--- config.mk ---
export PLATFORM = sky130hd
export DESIGN_NAME = instr_fetch_unit
export DESIGN_NICKNAME = d
export VERILOG_FILES = /design/src/rtl/instr_fetch_unit.sv
export SDC_FILE = /design/constraint.sdc
export NUM_CORES = 1
export LEC_CHECK = 0
export ABC_AREA = 1
export BUFFER_PORTS_ARGS = -buffer_cell sky130_fd_sc_hd__buf_2
export CORE_MARGIN = 4
export CORE_UTILIZATION = 61
export CTS_CLUSTER_DIAMETER = 60
export CTS_CLUSTER_SIZE = 25
export DETAILED_ROUTE_END_ITERATION = 6
export PLACE_DENSITY = 0.82
export SYNTH_ARGS = -nofsm -noshare
export SYNTH_HDL_FRONTEND = slang
export SYNTH_SLANG_ARGS = --single-unit
--- constraint.sdc ---
create_clock -name Clock -period 3.4 [get_ports Clock]
set_clock_uncertainty 0.15 [all_clocks]
set_input_delay 0.34 -clock Clock [delete_from_list [all_inputs] [get_ports Clock]]
set_output_delay 0.34 -clock Clock [all_outputs]
set_load 0.005 [all_outputs]
--- src/rtl/instr_fetch_unit.sv ---
// Instruction fetch unit: walks a fetch PC through 1-cycle-latency instruction
// memory and prefetches words into a small FIFO presented via valid/ready.
//
// state | meaning
// ------+---------------------------------------------------------------
// IDLE  | not fetching; FIFO contents held and still poppable
// FETCH | issuing reads whenever the FIFO has credit for the response
// HALT  | last program word issued (no wrap); waits for flush
module instr_fetch_unit #(
  parameter int AW       = 5,
  parameter int DW       = 9,
  parameter int DEPTH    = 4,
  parameter int PROG_LEN = 32,
  parameter int WRAP     = 1
) (
  input  logic                     Clock,
  input  logic                     Resetn,
  input  logic                     Run,
  output logic                     mem_rd,
  output logic [AW-1:0]            mem_addr,
  input  logic [DW-1:0]            mem_q,
  output logic [DW-1:0]            instr,
  output logic [AW-1:0]            instr_pc,
  output logic                     instr_valid,
  input  logic                     instr_ready,
  input  logic                     flush,
  input  logic [AW-1:0]            flush_addr,
  output logic [$clog2(DEPTH):0]   fifo_level,
  output logic                     halted
);

  localparam int PW = $clog2(DEPTH);
  localparam int LW = PW + 1;
  localparam logic [AW-1:0] LAST_PC = AW'(PROG_LEN - 1);

  typedef enum logic [1:0] {
    S_IDLE  = 2'd0,
    S_FETCH = 2'd1,
    S_HALT  = 2'd2
  } state_t;

  state_t          state;
  logic [AW-1:0]   pc;
  logic [AW-1:0]   next_pc;
  logic [AW-1:0]   issue_pc;
  logic            inflight;
  logic [LW:0]     credit_used;
  logic            push;
  logic            pop;

  logic [DW-1:0]   fifo_data [DEPTH];
  logic [AW-1:0]   fifo_pc   [DEPTH];
  logic [PW-1:0]   wr_ptr;
  logic [PW-1:0]   rd_ptr;
  logic [LW-1:0]   count;

  // An outstanding read holds a FIFO slot in reserve, so the response can never overflow.
  assign credit_used = {1'b0, count} + {{LW{1'b0}}, inflight};
  assign mem_rd      = (state == S_FETCH) && Run && !flush &&
                       (credit_used < (LW+1)'(DEPTH));
  assign mem_addr    = pc;
  assign next_pc     = (pc == LAST_PC) ? '0 : pc + AW'(1);

  assign push        = inflight && !flush;
  assign pop         = instr_valid && instr_ready && !flush;

  assign instr_valid = (count != '0);
  assign instr       = instr_valid ? fifo_data[rd_ptr] : '0;
  assign instr_pc    = instr_valid ? fifo_pc[rd_ptr]   : '0;
  assign fifo_level  = count;
  assign halted      = (state == S_HALT);

  // Fetch FSM, PC, and the in-flight tracking for the 1-cycle memory latency.
  always_ff @(posedge Clock or negedge Resetn) begin
    if (!Resetn) begin
      state    <= S_IDLE;
      pc       <= '0;
      issue_pc <= '0;
      inflight <= 1'b0;
    end else begin
      // mem_rd is already low during a flush, so the response slot is cleared too.
      inflight <= mem_rd;
      if (mem_rd) issue_pc <= pc;
      if (flush) begin
        pc    <= flush_addr;
        state <= Run ? S_FETCH : S_IDLE;
      end else begin
        if (mem_rd) pc <= next_pc;
        case (state)
          S_IDLE:  if (Run) state <= S_FETCH;
          S_FETCH: begin
            if (!Run)
              state <= S_IDLE;
            else if (mem_rd && (pc == LAST_PC) && (WRAP == 0))
              state <= S_HALT;
          end
          S_HALT:  ;
          default: state <= S_IDLE;
        endcase
      end
    end
  end

  // FIFO pointers and occupancy; flush and reset discard everything at once.
  always_ff @(posedge Clock or negedge Resetn) begin
    if (!Resetn) begin
      wr_ptr <= '0;
      rd_ptr <= '0;
      count  <= '0;
    end else if (flush) begin
      wr_ptr <= '0;
      rd_ptr <= '0;
      count  <= '0;
    end else begin
      if (push) wr_ptr <= wr_ptr + PW'(1);
      if (pop)  rd_ptr <= rd_ptr + PW'(1);
      case ({push, pop})
        2'b10:   count <= count + LW'(1);
        2'b01:   count <= count - LW'(1);
        default: ;
      endcase
    end
  end

  // FIFO storage; unreset because the outputs are masked while empty.
  always_ff @(posedge Clock) begin
    if (push) begin
      fifo_data[wr_ptr] <= mem_q;
      fifo_pc[wr_ptr]   <= issue_pc;
    end
  end

  // A push into a full FIFO means the credit accounting above is broken.
  a_no_overflow: assert property (@(posedge Clock) disable iff (!Resetn)
    !(push && !pop && (count == LW'(DEPTH))));

endmodule

==> metrics.cfg, run 1 <==
[sta]
timing.final.crit_share=0.692
fin_crit_ns=2.35
timing.fmax_mhz=425
rsz0062_at_grt=no
max_slew_margin=0.628
worst_pin_slew_ns=0.558
finalSetupTns_ns=0
hold_viol=0
slew_viol_final=0
report.final.setup_viol=0

[drt]
first_pass_iters=4
avgViaCountPerCell=5.25
wirelength_um=5810
routedWlPerCell_um=13.9
vias=2193
ant_nets=0
drc=0
drt_first_iter_violations=156

[critical_path]
cp_cell_sequence=inv_2 > nor2_1 > o21ai_1 > a21oi_1 > buf_2
slowest_delay_ns=0.70
critPathKind=reg -> out
cp_slowest_cell=dfrtp_1
cp.arrival_ns=1.86
cp-start-kind=flop
cp_max_fo=16
critPathCaptureType=output port
cp.required_ns=2.91

[power]
leakage_nw=1.58
max-vdd-ir-drop_uv=269
powerDensity_mw_per_mm2=477
finalPower_mw=1.79

[global_routing]
grt_start_max_net_pins=30
grt_remaining_overflow=0
grt_usage=0.197
grt_pass1_wl_um=9740
antenna_found_initial=0
grt_pass1_vias=2141

[cells_and_area]
layout_common_cells=nor2_1 (65), edfxtp_1 (56), buf_2 (42)
area_growth_pct=13.4
utilization=0.725
drive_gt1_frac=0.256
n_antenna_cell=0
finalNetCount=369
layout_commonest_cell=nor2_1
fin_area_mm2=0.00375
finalNonFillerCells=418

[synth]
yosysTopAreaCellShare=0.508
yosys.cell_types.count=29
synth-edff-count=56
syn_area_mm2=0.00331
syn_nets=322
synthFlopType=edfxtp_1
synthCells=296
synth_area_leaders=edfxtp_1 (51%), dfrtp_1 (14%), nor2_1 (7.4%)
yosysTopAreaCell=edfxtp_1
yosysWarnings=0
ys_seq_elements=75
synthArstFlopShare=0.253
yosysSeqAreaShare=0.652
synth_area_per_cell_um2=11.2

[floorplan]
ios=44
core_area_mm2=0.00517
initial_core_util=0.640
chipHeight_um=81.7
rows=26
die_x_um=81.7
die-area_mm2=0.00667

[clock_network]
cts_buffer_depth=2
cts-root-buf=clkbuf_8
insertion_delay_ns=0.33
cts_setup_buffers=0
cts_sinks=75
cts_tree=yes
numCtsBuffers=9
cts.clk_slew.worst_paths_ns=0.07
htree_levels=3

[placed_design]
place_hpwl_um=3730
io_buffers=42
post_dp_cell_area_mm2=0.00355
dp.cells=400
gp_congestion=0.834

[worst_hold_path]
min_path_type=in -> reg

[job]
drv_cap=0

[run_status]
status=completed

## state kept, by name (all words and copies together) (netlist names)
name and cells:
fifo_data 36, fifo_pc 20, issue_pc 5, mem_addr 5
fifo_level 3, rd_ptr 2, wr_ptr 2, inflight 1
state 1
## layout make-up
class,count,area (µm²)
inverters,21,81.3
well taps,70,87.6
repair buffers,49,268
multi-input cells,187,976
clock buffers,14,173
fillers,379,1420
clock inverters,2,10.0
flip-flops and latches,75,2160
## power by group
part | internal, mW | switching, mW
registers | 1.02 | 0.0309
clock network | 0.323 | 0.285
logic | 0.0506 | 0.0784
## logic make-up (layout without fill, tap and decap cells)
logic type / after synthesis / in the layout / share of synthesized area
other: 1 / 1 / 0.00113
AOI/OAI and AO/OA: 52 / 52 / 0.0820
xor gates and xnor gates: 2 / 2 / 0.00529
and+or+nand+nor: 125 / 125 / 0.178
DFF: 75 / 75 / 0.652
adders and majority gates: 7 / 7 / 0.0287
buffers and inverters: 34 / 86 / 0.0533
## stage by stage
step                      hold slack (ns)  setup slack [ns]
after detailed placement            0.160              1.37
after global placement              0.149              1.38
final                              0.0658              1.05
after CTS                          0.0518              1.06
after global routing               0.0680             0.850
after floorplan                    -0.106              1.50
## critical path, delay by kind of cell (launching register included)
kind | cells | cell delay (ns)
simple gates | 1 | 0.16
buf+inv | 2 | 0.42
compound gates | 2 | 0.25
flops | 1 | 0.70
## Yosys cell counts, types with 5 or more instances
cell type   n
o21ai_0    23
a21oi_1    16
inv_1      14
edfxtp_1   56
nand2_1    33
o21ai_1    10
nor2_1     65
ha_1        6
nand3_2     6
inv_2       5
dfrtp_1    19
nand3_1     9
## worst paths after layout
check	startpoint	endpoint	slack, ns	cells after the start
max	rd_ptr[1]	instr[4]	1.05	5
min	mem_q[5]	fifo_data[2][5]	0.07	1
max reg2reg	fifo_level[1]	fifo_level[2]	1.40	11
min reg2reg	issue_pc[1]	fifo_pc[0][1]	0.38	0
max in group asynchronous	Resetn	state[0]	2.47	2
min in group asynchronous	Resetn	mem_addr[4]	0.33	2
## layer usage
metal	part of all wire	wire length, µm	track usage
met5	0	0	0
met1	0.44	2540	0.250
met3	0.065	376	0.0351
met4	0.025	146	0.121
met2	0.47	2740	0.318
## what timing repair did
action / 4_1_cts / 5_1_grt
hold buffers: 2 / 0
resized for setup: 0 / 0
endpoints found under the hold margin: 20 / 0
setup endpoints to repair: 0 / 0
Note: power is estimated with default switching activity, not from simulation.
==> run 2, diff against run 1 <==
- CORE_UTILIZATION: 61 -> 51
- PLACE_DENSITY: 0.82 -> 0.73
- clock period: 3.4 -> 1.9 ns (I/O delays scaled with it)
==> run 2 against run 1 <==
Final cell count rose by 7.9%. Via count up 5.2%. Register-to-register slack got worse by 1.3 ns. Flip-flop and latch count unchanged. Die area rose by 18%. First-iteration DRC count down 23%. The flow now finishes with violations (setup timing). Sequential power increased by 79%. Utilization down 8.0 points. Count of clock-buffer cells in the layout decreased by 3. Critical path type unchanged.
==> metrics.cfg, run 2 (synthesis gave the netlist of run 1 again) <==
[floorplan]
rows=29  ; +12%
chipHeight_um=88.6  ; +8.5%
die_x_um=88.6  ; +8.5%
core_area_mm2=0.00631  ; +22%
initial_core_util=0.524  ; -0.116
die-area_mm2=0.00784  ; +18%
ios=44  ; unchanged

[clock_network]
htree_levels=3  ; unchanged
cts-root-buf=clkbuf_8
insertion_delay_ns=0.34  ; about the same
cts.clk_slew.worst_paths_ns=0.07  ; about the same
numCtsBuffers=9  ; unchanged
cts_buffer_depth=2  ; unchanged
cts_tree=yes
cts_sinks=75  ; unchanged

[critical_path]
r2r-start=fifo_level[1]
critPathCaptureType=output port
crit_buf_inv=3  ; +1
cp_slowest_cell=dfrtp_2
crit_path_start=rd_ptr[0]
cp.required_ns=1.56  ; -1.35 ns
cp-start-kind=flop
cp.arrival_ns=1.57  ; -0.29 ns
cp_max_fo=6  ; -10
cp_cell_sequence=buf_4 > buf_4 > nor2_1 > nor2_1 > o21ai_0 > a21oi_1 > buf_2
path_delay_family=flip-flops
slowest_delay_ns=0.49  ; -0.21 ns
critPathKind=reg -> out

[sta]
hold_slack_ns=0.0302  ; -0.0356 ns
rsz0062_at_grt=yes
timing.fmax_mhz=524
hold_viol=0  ; unchanged
report.final.setup_viol=1  ; +1
setup_ws_ns=-0.00827  ; -1.05 ns
fin_crit_ns=1.91
slew_viol_final=0  ; unchanged
finalSetupTns_ns=-0.00827  ; -0.00827 ns
timing.final.crit_share=1.00

[cells_and_area]
finalNetCount=395  ; +7.0%
finalNonFillerCells=451  ; +7.9%
layout_commonest_cell=nor2_1
n_antenna_cell=0  ; unchanged
reg.largest.list=fifo_data: 36 flops, fifo_pc: 20 flops
largest_reg_flops=36  ; unchanged
largest_register=fifo_data
layout_common_cells=nor2_1 (64), edfxtp_1 (56), buf_2 (42)
n_fill_cell=498  ; +31%
drive_gt1_frac=0.281  ; +0.0250
area_growth_pct=23.1

[job]
drv_cap=0  ; unchanged

[worst_hold_path]
worstHoldStart=instr_ready
min_path_type=in -> reg

[global_routing]
grt_pass1_vias=2270  ; +6.0%
antenna_found_initial=0  ; unchanged
grt_pass1_wl_um=10500  ; +8.2%
grt_usage=0.183  ; -0.0145
grt_start_max_net_pins=30  ; unchanged
grt_remaining_overflow=0  ; unchanged

[drt]
met3_length_um=409  ; +8.8%
top_layer=met4
avgViaCountPerCell=5.12  ; -2.5%
wl_met2_um=3190  ; +16%
ant_nets=0  ; unchanged
drc=0  ; unchanged
drt-met1-wl_um=2770  ; +9.3%
routedWlPerCell_um=14.3  ; +2.8%
vias=2307  ; +5.2%
drt_first_iter_violations=120  ; -23%
first_pass_iters=4  ; unchanged
wirelength_um=6440  ; +11%

[run_status]
status=complete, but fails checks
violations=setup timing

[power]
max-vdd-ir-drop_uv=516  ; +92%
powerDensity_mw_per_mm2=843  ; +77%
leakage_nw=1.71  ; +8.6%

[placed_design]
io_buffers=42  ; unchanged
gp_congestion=0.817  ; -2.0%
place_hpwl_um=4110  ; +10%
dp.cells=418  ; +4.5%

-- run 2: cell types whose count changed in the layout (fill, tap and decap cells not counted), sizes merged --
cell,delta
dlygate4sd3,+13
bufinv,+2
buf,+13
inv,+1
clkbuf,-3
-- run 2: area by class of cell --
cell class	instances	area, µm²	share of cell area
clock inverter	5	77.6	0.0190
inverter	21	90.1	0.0221
clock buffer	11	131	0.0323
multi-input combinational	187	1000	0.245
sequential	75	2160	0.530
timing repair buffer	75	519	0.127
tap	77	96.3	0.0237
-- run 2: through the flow --
| step | worst slack [ns] | utilization | cell area (µm²) | power (mW) |
|---|---|---|---|---|
| 2_1_floorplan | 0.00268 | - | 3310 | 2.05 |
| 3_3_place_gp | 0.0824 | 0.579 | 3650 | 2.15 |
| 3_5_place_dp | 0.0310 | 0.579 | 3650 | 2.16 |
| 4_1_cts | 0.0158 | 0.638 | 4030 | 3.47 |
| 5_1_grt | -0.109 | 0.645 | 4070 | 3.59 |
| 6_report | -0.00827 | 0.645 | 4070 | 3.43 |
-- run 2: where the power goes --
group          total [mW]  leakage [nW]  internal [mW]  switching (mW)
registers            1.88         0.751           1.83          0.0524
logic               0.272         0.859          0.121           0.151
clock network        1.28         0.105          0.736           0.544
-- run 2: path summary, 6_finish.rpt --
kind,endpoint,slack (ns),cells after the start
worst max-delay path,instr_pc[4],-0.008,7
worst min-delay path,rd_ptr[0],0.03,3
worst max register to register,fifo_level[2],0.07,11
worst min register to register,fifo_pc[1][4],0.37,0
max in group asynchronous,rd_ptr[0],1.09,2
min in group asynchronous,mem_addr[2],0.18,2
-- run 2: timing repair --
action / CTS / global route
hold endpoints to repair: 60 / 0
gates resized for setup: 4 / 11
buffers inserted: 1 / 1
pin swaps: 0 / 1
setup endpoints to repair: 14 / 16
hold buffers: 15 / 0
-- run 2: worst min-delay path, cell delays in order --
cell and delay (ns):
buf_2 0.15, nand2_4 0.09, a21oi_1 0.06
-- run 2: per-layer routing --
metal / vias up / GRT usage
met2: 70 / 0.302
met3: 8 / 0.0633
met1: 1093 / 0.224
met5: - / 0
met4: 0 / 0.0673
li1: 1136 / -
==> run 3, diff against run 2 <==
- SKIP_LAST_GASP: not set -> 1
==> run 3 against run 2 <==
The flow still finishes with violations (setup timing). Sequential power hardly changed. Combinational power hardly changed. Via count is 0.17% higher. Sequential share of layout area hardly changed. Maximum frequency is 0.16% lower. Critical path type unchanged. Register-to-register slack hardly changed. Hold slack better by 0.0013 ns. Non-clock buffer count stayed put. Clock power hardly changed. Critical endpoint unchanged. Highest routed layer unchanged.
==> metrics.cfg, run 3 (synthesis gave the netlist of run 1 again) <==
[clock_network]
cts_tree=yes
cts.clk_slew.worst_paths_ns=0.07  ; about the same
htree_levels=3  ; unchanged
cts-root-buf=clkbuf_8
insertion_delay_ns=0.34  ; about the same
cts_sinks=75  ; unchanged
numCtsBuffers=9  ; unchanged
cts_buffer_depth=2  ; unchanged

[cells_and_area]
drive_gt1_frac=0.278  ; -0.00267
n_antenna_cell=0  ; unchanged
utilization=0.645  ; about the same
largest_register=fifo_data
n_fill_cell=499  ; +0.20%
largest_reg_flops=36  ; unchanged
layout_commonest_cell=nor2_1
finalNetCount=395  ; unchanged
area_growth_pct=23.0  ; about the same
layout_common_cells=nor2_1 (65), edfxtp_1 (56), buf_2 (42)
reg.largest.list=fifo_data: 36 flops, fifo_pc: 20 flops

[drt]
wirelength_um=6460  ; +0.29%
drt-met1-wl_um=2860  ; +3.2%
ant_nets=0  ; unchanged
drc=0  ; unchanged
drt_first_iter_violations=121  ; +0.83%
wl_met2_um=3180  ; -0.35%
avgViaCountPerCell=5.12  ; +0.17%
top_layer=met4
vias=2311  ; +0.17%
first_pass_iters=4  ; unchanged
met3_length_um=349  ; -15%
routedWlPerCell_um=14.3  ; +0.29%

[sta]
rsz0062_at_grt=yes
timing.final.crit_share=1.01  ; +0.00156
fin_crit_ns=1.91  ; +0.00297 ns
timing.fmax_mhz=523  ; -0.16%
setup_ws_ns=-0.0112  ; -0.00297 ns
hold_viol=0  ; unchanged
slew_viol_final=0  ; unchanged
report.final.setup_viol=1  ; unchanged

[floorplan]
core_area_mm2=0.00631  ; unchanged
die_x_um=88.6  ; unchanged
die-area_mm2=0.00784  ; unchanged
ios=44  ; unchanged
initial_core_util=0.524  ; unchanged
rows=29  ; unchanged
chipHeight_um=88.6  ; unchanged

[critical_path]
cp.arrival_ns=1.57  ; about the same
cp_cell_sequence=buf_4 > buf_4 > nor2_1 > nor2_1 > o21ai_0 > a21oi_1 > buf_2
cp-start-kind=flop
slowest_delay_ns=0.49  ; about the same
critPathCaptureType=output port
path_delay_family=flip-flops
crit_buf_inv=3  ; unchanged
cp_max_fo=6  ; unchanged
cp_slowest_cell=dfrtp_2
critPathKind=reg -> out
cp.required_ns=1.56  ; about the same

[power]
power.share.sequential=0.548  ; about the same
finalPower_mw=3.43  ; about the same
leakage_nw=1.71  ; about the same
powerDensity_mw_per_mm2=843  ; about the same
swShare=0.218  ; about the same
p_comb_frac=0.079  ; about the same
p_switching_uw=747  ; about the same
internal-power_mw=2.69  ; about the same
pwr-share-clk=0.373  ; about the same
max-vdd-ir-drop_uv=516  ; about the same

[global_routing]
grt_usage=0.183  ; unchanged
grt_remaining_overflow=0  ; unchanged
antenna_found_initial=0  ; unchanged
grt_pass1_wl_um=10500  ; unchanged
grt_start_max_net_pins=30  ; unchanged
grt_pass1_vias=2270  ; unchanged

[job]
drv_cap=0  ; unchanged

[worst_hold_path]
min_path_type=in -> reg

[placed_design]
io_buffers=42  ; unchanged
place_hpwl_um=4110  ; unchanged
gp_congestion=0.817  ; unchanged

[run_status]
violations=setup timing
status=complete, but fails checks

-- run 3: cell counts in the layout (fill, tap and decap cells not counted) --
No cell type changed its count.
-- run 3: routing by layer --
metal,GRT usage,vias up
li1,-,1137
met1,0.224,1099
met2,0.302,67
met3,0.0633,8
met4,0.0673,0
met5,0,-
-- run 3: power groups by stage --
| stage | logic, mW | clock network, mW | registers, mW |
|---|---|---|---|
| 6_report | 0.272 | 1.28 | 1.88 |
| 5_1_grt | 0.309 | 1.39 | 1.89 |
| 4_1_cts | 0.270 | 1.32 | 1.88 |
| 3_5_place_dp | 0.242 | 0 | 1.91 |
| 3_3_place_gp | 0.235 | 0 | 1.91 |
| 2_1_floorplan | 0.149 | 0 | 1.90 |
-- run 3: final timing paths --
kind | endpoint | cells after the start | start | slack, ns
setup / recovery | instr_pc[4] | 7 | rd_ptr[0] | -0.01
hold / removal | rd_ptr[0] | 3 | instr_ready | 0.03
setup reg to reg | fifo_level[2] | 11 | fifo_level[1] | 0.07
hold reg to reg | fifo_pc[1][4] | 0 | issue_pc[4] | 0.37
max in group asynchronous | rd_ptr[0] | 2 | Resetn | 1.09
min in group asynchronous | mem_addr[2] | 2 | Resetn | 0.18
-- run 3: cell type report --
class | count | area (µm²) | share of cell area
timing repair buffer | 75 | 519 | 0.128
clock buffer | 11 | 131 | 0.0323
sequential | 75 | 2160 | 0.530
tap | 77 | 96.3 | 0.0237
inverter | 21 | 90.1 | 0.0221
multi-input combinational | 187 | 997 | 0.245
clock inverter | 5 | 77.6 | 0.0191
-- run 3: repair_timing --
| item | CTS | global route |
|---|---|---|
| resized for setup | 4 | 8 |
| setup endpoints to repair | 14 | 16 |
| setup buffers | 1 | 1 |
| hold buffers | 15 | 0 |
| endpoints found under the hold margin | 60 | 0 |
| pin swaps | 0 | 1 |
-- run 3: through the flow --
| stage | hold WS [ns] | cell area (µm²) | setup WS, ns | setup TNS (ns) | instances |
|---|---|---|---|---|---|
| after floorplan | -0.256 | 3310 | 0.00268 | 0 | 296 |
| after global placement | 0.00306 | 3650 | 0.0824 | 0 | 418 |
| after detailed placement | 0.00514 | 3650 | 0.0310 | 0 | 418 |
| after CTS | 0.00873 | 4030 | 0.0158 | 0 | 450 |
| after global routing | 0.0197 | 4070 | -0.122 | -1.06 | 451 |
| final | 0.0315 | 4070 | -0.0112 | -0.0112 | 451 |
-- run 3: worst min-delay path, stage by stage --
cell and delay [ns]:
buf_2 0.15, nand2_4 0.09, a21oi_1 0.06
